[config.mk]
export PLATFORM = sky130hd
export DESIGN_NAME = mem_wait_responder
export DESIGN_NICKNAME = d
export VERILOG_FILES = /design/src/rtl/mem_wait_responder.sv
export SDC_FILE = /design/constraint.sdc
export NUM_CORES = 2
export LEC_CHECK = 0
export ABC_AREA = 1
export BUFFER_PORTS_ARGS = -buffer_cell sky130_fd_sc_hd__buf_4
export CORE_ASPECT_RATIO = 0.7
export CORE_MARGIN = 10
export CORE_UTILIZATION = 35
export DETAILED_ROUTE_END_ITERATION = 8
export PLACE_DENSITY = 0.58
export SYNTH_ARGS = -nofsm -noshare
export SYNTH_HDL_FRONTEND = slang
export SYNTH_SLANG_ARGS = --single-unit
export TNS_END_PERCENT = 20
[constraint.sdc]
create_clock -name clk -period 5.9 [get_ports clk]
set_input_delay 1.77 -clock clk [delete_from_list [all_inputs] [get_ports clk]]
set_output_delay 1.77 -clock clk [all_outputs]
set_load 0.02 [all_outputs]
[src/rtl/mem_wait_responder.sv]
// Wait-state word memory responder: accepts one request at a time and returns a
// one-cycle Ready pulse with read data or a fault flag after LATENCY wait cycles.
module mem_wait_responder #(
    parameter int DEPTH_WORDS = 64,
    parameter int LATENCY     = 2
) (
    input  logic        clk,
    input  logic        reset,
    input  logic        Req,
    input  logic        MemWrite,
    input  logic [31:0] Adr,
    input  logic [31:0] WriteData,
    output logic [31:0] ReadData,
    output logic        Ready,
    output logic        Busy,
    output logic        Fault
);
    localparam int AW = $clog2(DEPTH_WORDS);
    localparam logic [3:0] LAT_M1 = (LATENCY > 0) ? 4'(LATENCY - 1) : 4'd0;

    typedef enum logic [1:0] {IDLE, WAIT, DONE} state_t;

    state_t      state_q, state_d;
    logic [3:0]  cnt_q, cnt_d;
    logic [31:0] adr_q, adr_d, wdata_q, wdata_d;
    logic        we_q, we_d;
    logic [31:0] rdata_q, rdata_d;
    logic        fault_q, fault_d;
    logic        ready_q, busy_q;

    logic [31:0] mem [DEPTH_WORDS];

    logic          accept, commit, c_we, c_fault, mem_we;
    logic [31:0]   c_adr, c_wdata;
    logic [AW-1:0] c_idx;

    // A commit normally uses the latched request; with zero latency the request
    // commits on the same edge it is accepted, so the live inputs are used.
    always_comb begin
        accept  = Req && (state_q != WAIT);
        commit  = ((state_q == WAIT) && (cnt_q == 4'd0)) || (accept && (LATENCY == 0));
        c_adr   = (state_q == WAIT) ? adr_q   : Adr;
        c_wdata = (state_q == WAIT) ? wdata_q : WriteData;
        c_we    = (state_q == WAIT) ? we_q    : MemWrite;
        c_fault = (c_adr[1:0] != 2'b00) || (c_adr[31:AW+2] != '0);
        c_idx   = c_adr[AW+1:2];
        mem_we  = commit && c_we && !c_fault && !reset;
    end

    always_comb begin
        state_d = state_q;
        cnt_d   = cnt_q;
        adr_d   = adr_q;
        wdata_d = wdata_q;
        we_d    = we_q;
        rdata_d = rdata_q;
        fault_d = fault_q;
        case (state_q)
            IDLE, DONE: begin
                if (accept) begin
                    adr_d   = Adr;
                    wdata_d = WriteData;
                    we_d    = MemWrite;
                    cnt_d   = LAT_M1;
                    state_d = (LATENCY == 0) ? DONE : WAIT;
                end else begin
                    state_d = IDLE;
                end
            end
            WAIT: begin
                if (cnt_q != 4'd0) cnt_d = cnt_q - 4'd1;
                else               state_d = DONE;
            end
            default: state_d = IDLE;
        endcase
        if (commit) begin
            fault_d = c_fault;
            rdata_d = (c_fault || c_we) ? 32'd0 : mem[c_idx];
        end
    end

    always_ff @(posedge clk) begin
        if (reset) begin
            state_q <= IDLE;
            cnt_q   <= 4'd0;
            adr_q   <= 32'd0;
            wdata_q <= 32'd0;
            we_q    <= 1'b0;
            rdata_q <= 32'd0;
            fault_q <= 1'b0;
            ready_q <= 1'b0;
            busy_q  <= 1'b0;
        end else begin
            state_q <= state_d;
            cnt_q   <= cnt_d;
            adr_q   <= adr_d;
            wdata_q <= wdata_d;
            we_q    <= we_d;
            rdata_q <= rdata_d;
            fault_q <= fault_d;
            ready_q <= (state_d == DONE);
            busy_q  <= (state_d != IDLE);
        end
    end

    // Storage is deliberately left uninitialised across reset.
    always_ff @(posedge clk) begin
        if (mem_we) mem[c_idx] <= c_wdata;
    end

    assign ReadData = rdata_q;
    assign Ready    = ready_q;
    assign Busy     = busy_q;
    assign Fault    = fault_q;
endmodule

After elaboration in Yosys (flattened, before gate mapping)
Memory sizes are Yosys's and may differ from the RTL's.
Cells that the tools add are included.
{ "word_totals": {"ff_bits": 106, "latch_bits": 0, "mem_bits_rw": 2048, "rom_bits": 0, "input_bits": 68, "output_inout_bits": 35, "wordCells": 48, "mem_count": 1} }
{ "op_classes": {"n_addsub": 1, "mul": 0, "div": 0, "magnitude_cmp": 0, "eq_ne": 6, "shift": 0, "n_mux": 12, "bitwise_logic": 0, "reduce_logical": 19} }
{ "memory_table": {"columns": ["memory", "words", "word_bits", "rd", "rd_ports_with_merged_regs", "wr", "line", "source"], "rows": [
  ["mem", 64, 32, 1, 0, 1, "31", "logic [31:0] mem [DEPTH_WORDS];"]
]} }
{ "op_table": {"columns": ["cell", "n"], "rows": [
  ["32-bit 2-to-1 mux", 3],
  ["24-bit nonzero test", 1],
  ["4-bit 2-to-1 mux", 2],
  ["4-bit one-hot mux with 2 select lines", 1],
  ["2-bit nonzero test", 3],
  ["1-bit logical AND", 5],
  ["2-bit equality test (second input constant)", 2],
  ["4-bit logical NOT", 1],
  ["1-bit 2-to-1 mux", 4],
  ["2-bit by 1-bit != test with 1-bit output (second input constant)", 2],
  ["2-bit one-hot mux with 2 select lines", 1],
  ["4-bit nonzero test", 1],
  ["4-bit by 1-bit subtractor with 4-bit output (second input constant)", 1],
  ["3-bit AND reduction", 1],
  ["2-bit by 1-bit equality test with 1-bit output (second input constant)", 1],
  ["1-bit logical NOT", 2],
  ["2-bit logical NOT", 1],
  ["1-bit logical OR", 2],
  ["2-bit 2-to-1 mux", 1],
  ["2-bit != test (second input constant)", 1],
  ["2-bit AND reduction", 1],
  ["2-bit OR reduction", 1]
]} }

Depth between registers and ports, before layout
{ "logic_depth": {"depth_word": 9, "ltp_mapped": 18, "depth_no_buf": 15} }

Worst setup path before layout
OpenSTA, ideal clock, no wires.
{ "synth_timing": {"path_type": "in2reg", "from": "input port Adr[5]", "to": "memory mem[48][0] (enable)", "setup_ns": 0.421, "arrival_time_ns": 4.317, "required_ns": 5.479, "setup_slack_ns": 1.162, "stages": 7, "path_buffers": 1, "path_cell_list": "or2_1 o21ai_2 inv_2 nor3_2 clkbuf_1 inv_1 nor2_1"} }
{ "synth_via": {"elab_chain_cells": 1} }
{ "synth_lines": {"columns": ["item", "line", "source"], "rows": [
  ["start, declared", "11", "input logic [31:0] Adr,"],
  ["32-bit 2-to-1 mux", "42", "c_adr = (state_q == WAIT) ? adr_q : Adr;"],
  ["end, declared", "31", null]
]} }
No other way between the ends.

Final worst setup path
{ "layout_timing": {"from": "register state_q[1]", "to": "register rdata_q[8] (netlist: ReadData[8])"} }
{ "layout_via": {"elab_chain_cells": 6, "word_cells_on_any_way": 10, "cone_classes": "eq/ne: 1; mux: 3; reduce/logical: 5; memory: 1"} }
{ "layout_lines": {"columns": ["item", "line", "source"], "rows": [
  ["start, declared", "23", "state_t state_q, state_d;"],
  ["start signal, assigned", "94", "state_q <= state_d;"],
  ["2-bit by 1-bit equality test with 1-bit output *", "41, 42, 44", null],
  ["branches (longest 5 deep; another with memory read 64 x 32 bit)", null, null],
  ["end signal, assigned", "99", "rdata_q <= rdata_d;"],
  ["end, declared", "27", "logic [31:0] rdata_q, rdata_d;"]
]} }
Every way passes the cells marked *.
A chain may end at the register's enable or synchronous reset.

==> flow_metrics.env <==
export IMPL_drt_pass1_iterations=6
export IMPL_hp_class="reg -> reg"
export IMPL_syn_cell_area_um2=89100
export IMPL_worstPathRequired_ns=6.67
export IMPL_outcome="completed"
export IMPL_nets=8609
export IMPL_worstPathCellList="inv_2 -> nand2_2 -> nand2_1 -> nand2_8 -> buf_12 -> buf_12 -> nor2_1 -> o21ai_0 -> nand2_1 -> nand2_1 -> nand2_1 -> a21oi_1 -> nand3_1 -> a21oi_1"
export IMPL_comb_power_share=0.119
export IMPL_grt_overflow_total=0
export IMPL_ctsResizeCount=0
export IMPL_fp_row_count=154
export IMPL_crit_end="ReadData[8]$_SDFFE_PP0N_"
export IMPL_clock_skew_final_ns=0.0757
export IMPL_final_common_cell="nand2_1"
export IMPL_synth_cells=8440
export IMPL_synth_edf_count=2048
export IMPL_p_sw_uw=9040
export IMPL_reg2reg_to="ReadData[8]$_SDFFE_PP0N_"
export IMPL_fmax_mhz=202
export IMPL_ys_async_sr_fraction=0
export IMPL_p_clk_frac=0.382
export IMPL_power_density_nw_per_um2=335
export IMPL_synth_seq_cells=2154
export IMPL_clock_latency_ns=0.90
export IMPL_rsz0062_at_grt="no"
export IMPL_p_sw_frac=0.265
export IMPL_max_slew_margin=0.0440
export IMPL_ys_types=33
export IMPL_final_cell_mix="nand2_1 (3449), edfxtp_1 (2048), inv_1 (764)"
export IMPL_power_leakage_uw=0.0399
export IMPL_remaining_drc_errors=0
export IMPL_numPortBuffers=102
export IMPL_cts_buffers=200
export IMPL_hp_start="adr_q[30]$_SDFFE_PP0P_"
export IMPL_path_clk_slew_ns=0.07
export IMPL_crit_path_frequent_cell="nand2_1"
export IMPL_crit_type="reg -> reg"
export IMPL_yosysWarnings=0
export IMPL_clockBufferDepth=4
export IMPL_grt_max_degree=130
export IMPL_startpoint_type="register"
export IMPL_die_h_um=442
export IMPL_cp_end_kind="register"
export IMPL_vias=61400
export IMPL_grt_pass1_vias=56300
export IMPL_rr_startpoint="state_q[1]$_SDFF_PP0_"
export IMPL_htreeDepth=4
export IMPL_arrival_ns=5.72
export IMPL_clock_sinks=2154
export IMPL_maxCapViolCount=0
export IMPL_cp_slowest_cell="a21oi_1"
export IMPL_setup_viol=0
export IMPL_grt_pass1_wl_um=409000
export IMPL_period_share=0.840
export IMPL_grt_usage=0.200
export IMPL_nFillCells=23900
export IMPL_intPower_uw=25100
export IMPL_slowest_delay_ns=0.96
export IMPL_postRouteAntennaNets=0
export IMPL_synthToLayoutAreaGrowth_pct=14.2
export IMPL_avgViaCountPerCell=5.09
export IMPL_synth_top_flop_cell="edfxtp_1"
export IMPL_ys_seq_area_frac=0.714
export IMPL_hold_viol_final=0
export IMPL_rrSetupSlack_ns=0.95
export IMPL_placed_cells_incl_taps=11700
export IMPL_seq_power_share=0.500
export IMPL_ctsRootBufferMaster="clkbuf_16"
export IMPL_fp_dieW_um=623
export IMPL_antenna_found_initial=41
export IMPL_cts_tree="done"
export IMPL_final_layout_size_suffix_gt1_frac=0.0852
export IMPL_crit_path_max_fanout=87
export IMPL_gp_congestion=0.894
export IMPL_finalCriticalPeriod_ns=4.95
export IMPL_core_area_um2=252000
export IMPL_final_max_slew_viol_count=0
export IMPL_hold_buffers=0
export IMPL_wl_um=288000
export IMPL_top_level_ports=103
export IMPL_critPathBufInv=3
export IMPL_cp_depth=14
export IMPL_synthesis_nets=8509
export IMPL_start_util=0.353
export IMPL_tightest_slew_ns=1.43
export IMPL_startpoint="state_q[1]$_SDFF_PP0_"
export IMPL_postCtsSetupRepairBufs=0
export IMPL_crit_family="simple AND/OR/NAND/NOR gates"
export IMPL_fin_tns_setup_ns=0
export IMPL_syn_avg_cell_area_um2=10.6
export IMPL_final_cells=12100
export IMPL_drt_initial_drc_count=9147
export IMPL_wl_per_cell_um=23.9
export IMPL_die_area_um2=276000
export IMPL_reg2regPathDepth=14
export IMPL_ir_worst_vdd_v=0.000246
export IMPL_hpwl_um=170000
-- registers in the layout, indices dropped and copies added, names as in the netlist --
signal	count
mem	2048
ReadData	32
adr_q	32
wdata_q	32
cnt_q	4
state_q	2
Busy	1
Fault	1
Ready	1
we_q	1
-- worst min-delay path by stage --
stage,end,cells after the start
2_1_floorplan,adr_q[30]$_SDFFE_PP0P_,2
3_3_place_gp,adr_q[0]$_SDFFE_PP0P_,2
3_5_place_dp,adr_q[30]$_SDFFE_PP0P_,2
4_1_cts,adr_q[30]$_SDFFE_PP0P_,2
5_1_grt,adr_q[30]$_SDFFE_PP0P_,2
6_report,adr_q[30]$_SDFFE_PP0P_,2
-- power by group through the flow --
stage,Sequential [uW],Combinational (uW),Clock (uW)
2_1_floorplan,17400,2150,0
3_3_place_gp,17400,3920,0
3_5_place_dp,17400,3960,0
4_1_cts,17000,3970,13100
5_1_grt,17000,4330,13800
6_report,17000,4050,13000
-- cell families (layout without fill, tap and decap cells) --
kind of cell,count (synthesis),count (layout),synth area share
simple gates,4702,4702,0.211
flops,2154,2154,0.714
buf+inv,1201,1460,0.0530
compound gates,381,381,0.0215
fa+ha+maj,1,1,0.000140
mux,1,1,0.000112
other cells,0,10,0
-- synthesized netlist by cell type, types with 4 or more instances --
cell	instances	area share
nand2_1	3486	0.15
edfxtp_1	2048	0.69
inv_1	765	0.032
nand3_1	577	0.032
nor2_1	466	0.020
o21ai_0	292	0.016
clkbuf_1	232	0.0098
buf_2	154	0.0086
nand4_1	126	0.0088
dfxtp_1	106	0.024
a21oi_1	82	0.0046
buf_1	37	0.0016
and2_1	19	0.0013
inv_2	8	0.00034
nor3_1	7	0.00039
nor2_2	5	0.00035
nor3_2	4	0.00045
o21ai_1	4	0.00022
-- metrics by stage --
step | power (uW) | cell area (um^2) | util | setup WS (ns) | hold slack, ns
2_1_floorplan | 19500 | 89100 | - | 1.16 | 0.429
3_3_place_gp | 21300 | 95400 | 0.378 | 0.727 | 0.443
3_5_place_dp | 21300 | 95400 | 0.378 | 0.701 | 0.452
4_1_cts | 34200 | 102000 | 0.403 | 1.04 | 0.461
5_1_grt | 35100 | 102000 | 0.403 | 0.655 | 0.483
6_report | 34100 | 102000 | 0.403 | 0.946 | 0.462
-- worst reg2reg max path: cells and delay by family (launching register included) --
family	cells	cell delay, ns
AOI/OAI and AO/OA	3	1.31
and+or+nand+nor	8	2.17
DFF	1	0.39
buffers and inverters	3	0.97
-- layer usage --
metal,vias to the layer above,GRT usage,share of wire
met3,453,0.0594,0.13
li1,27900,-,-
met4,18,0.0567,0.030
met1,29800,0.297,0.43
met2,3255,0.281,0.41
met5,-,0,0.00039
-- layout make-up --
class | count | area (um^2) | share of cell area
Multi-Input combinational cell | 5085 | 21500 | 0.211
Tap cell | 3354 | 4200 | 0.0412
Timing Repair Buffer | 325 | 3190 | 0.0314
Clock buffer | 257 | 5420 | 0.0533
Inverter | 774 | 2910 | 0.0285
Sequential cell | 2154 | 63600 | 0.625
Antenna cell | 10 | 25.0 | 0.000246
Clock inverter | 104 | 940 | 0.00923
Note: power is estimated with default switching activity, not from simulation.
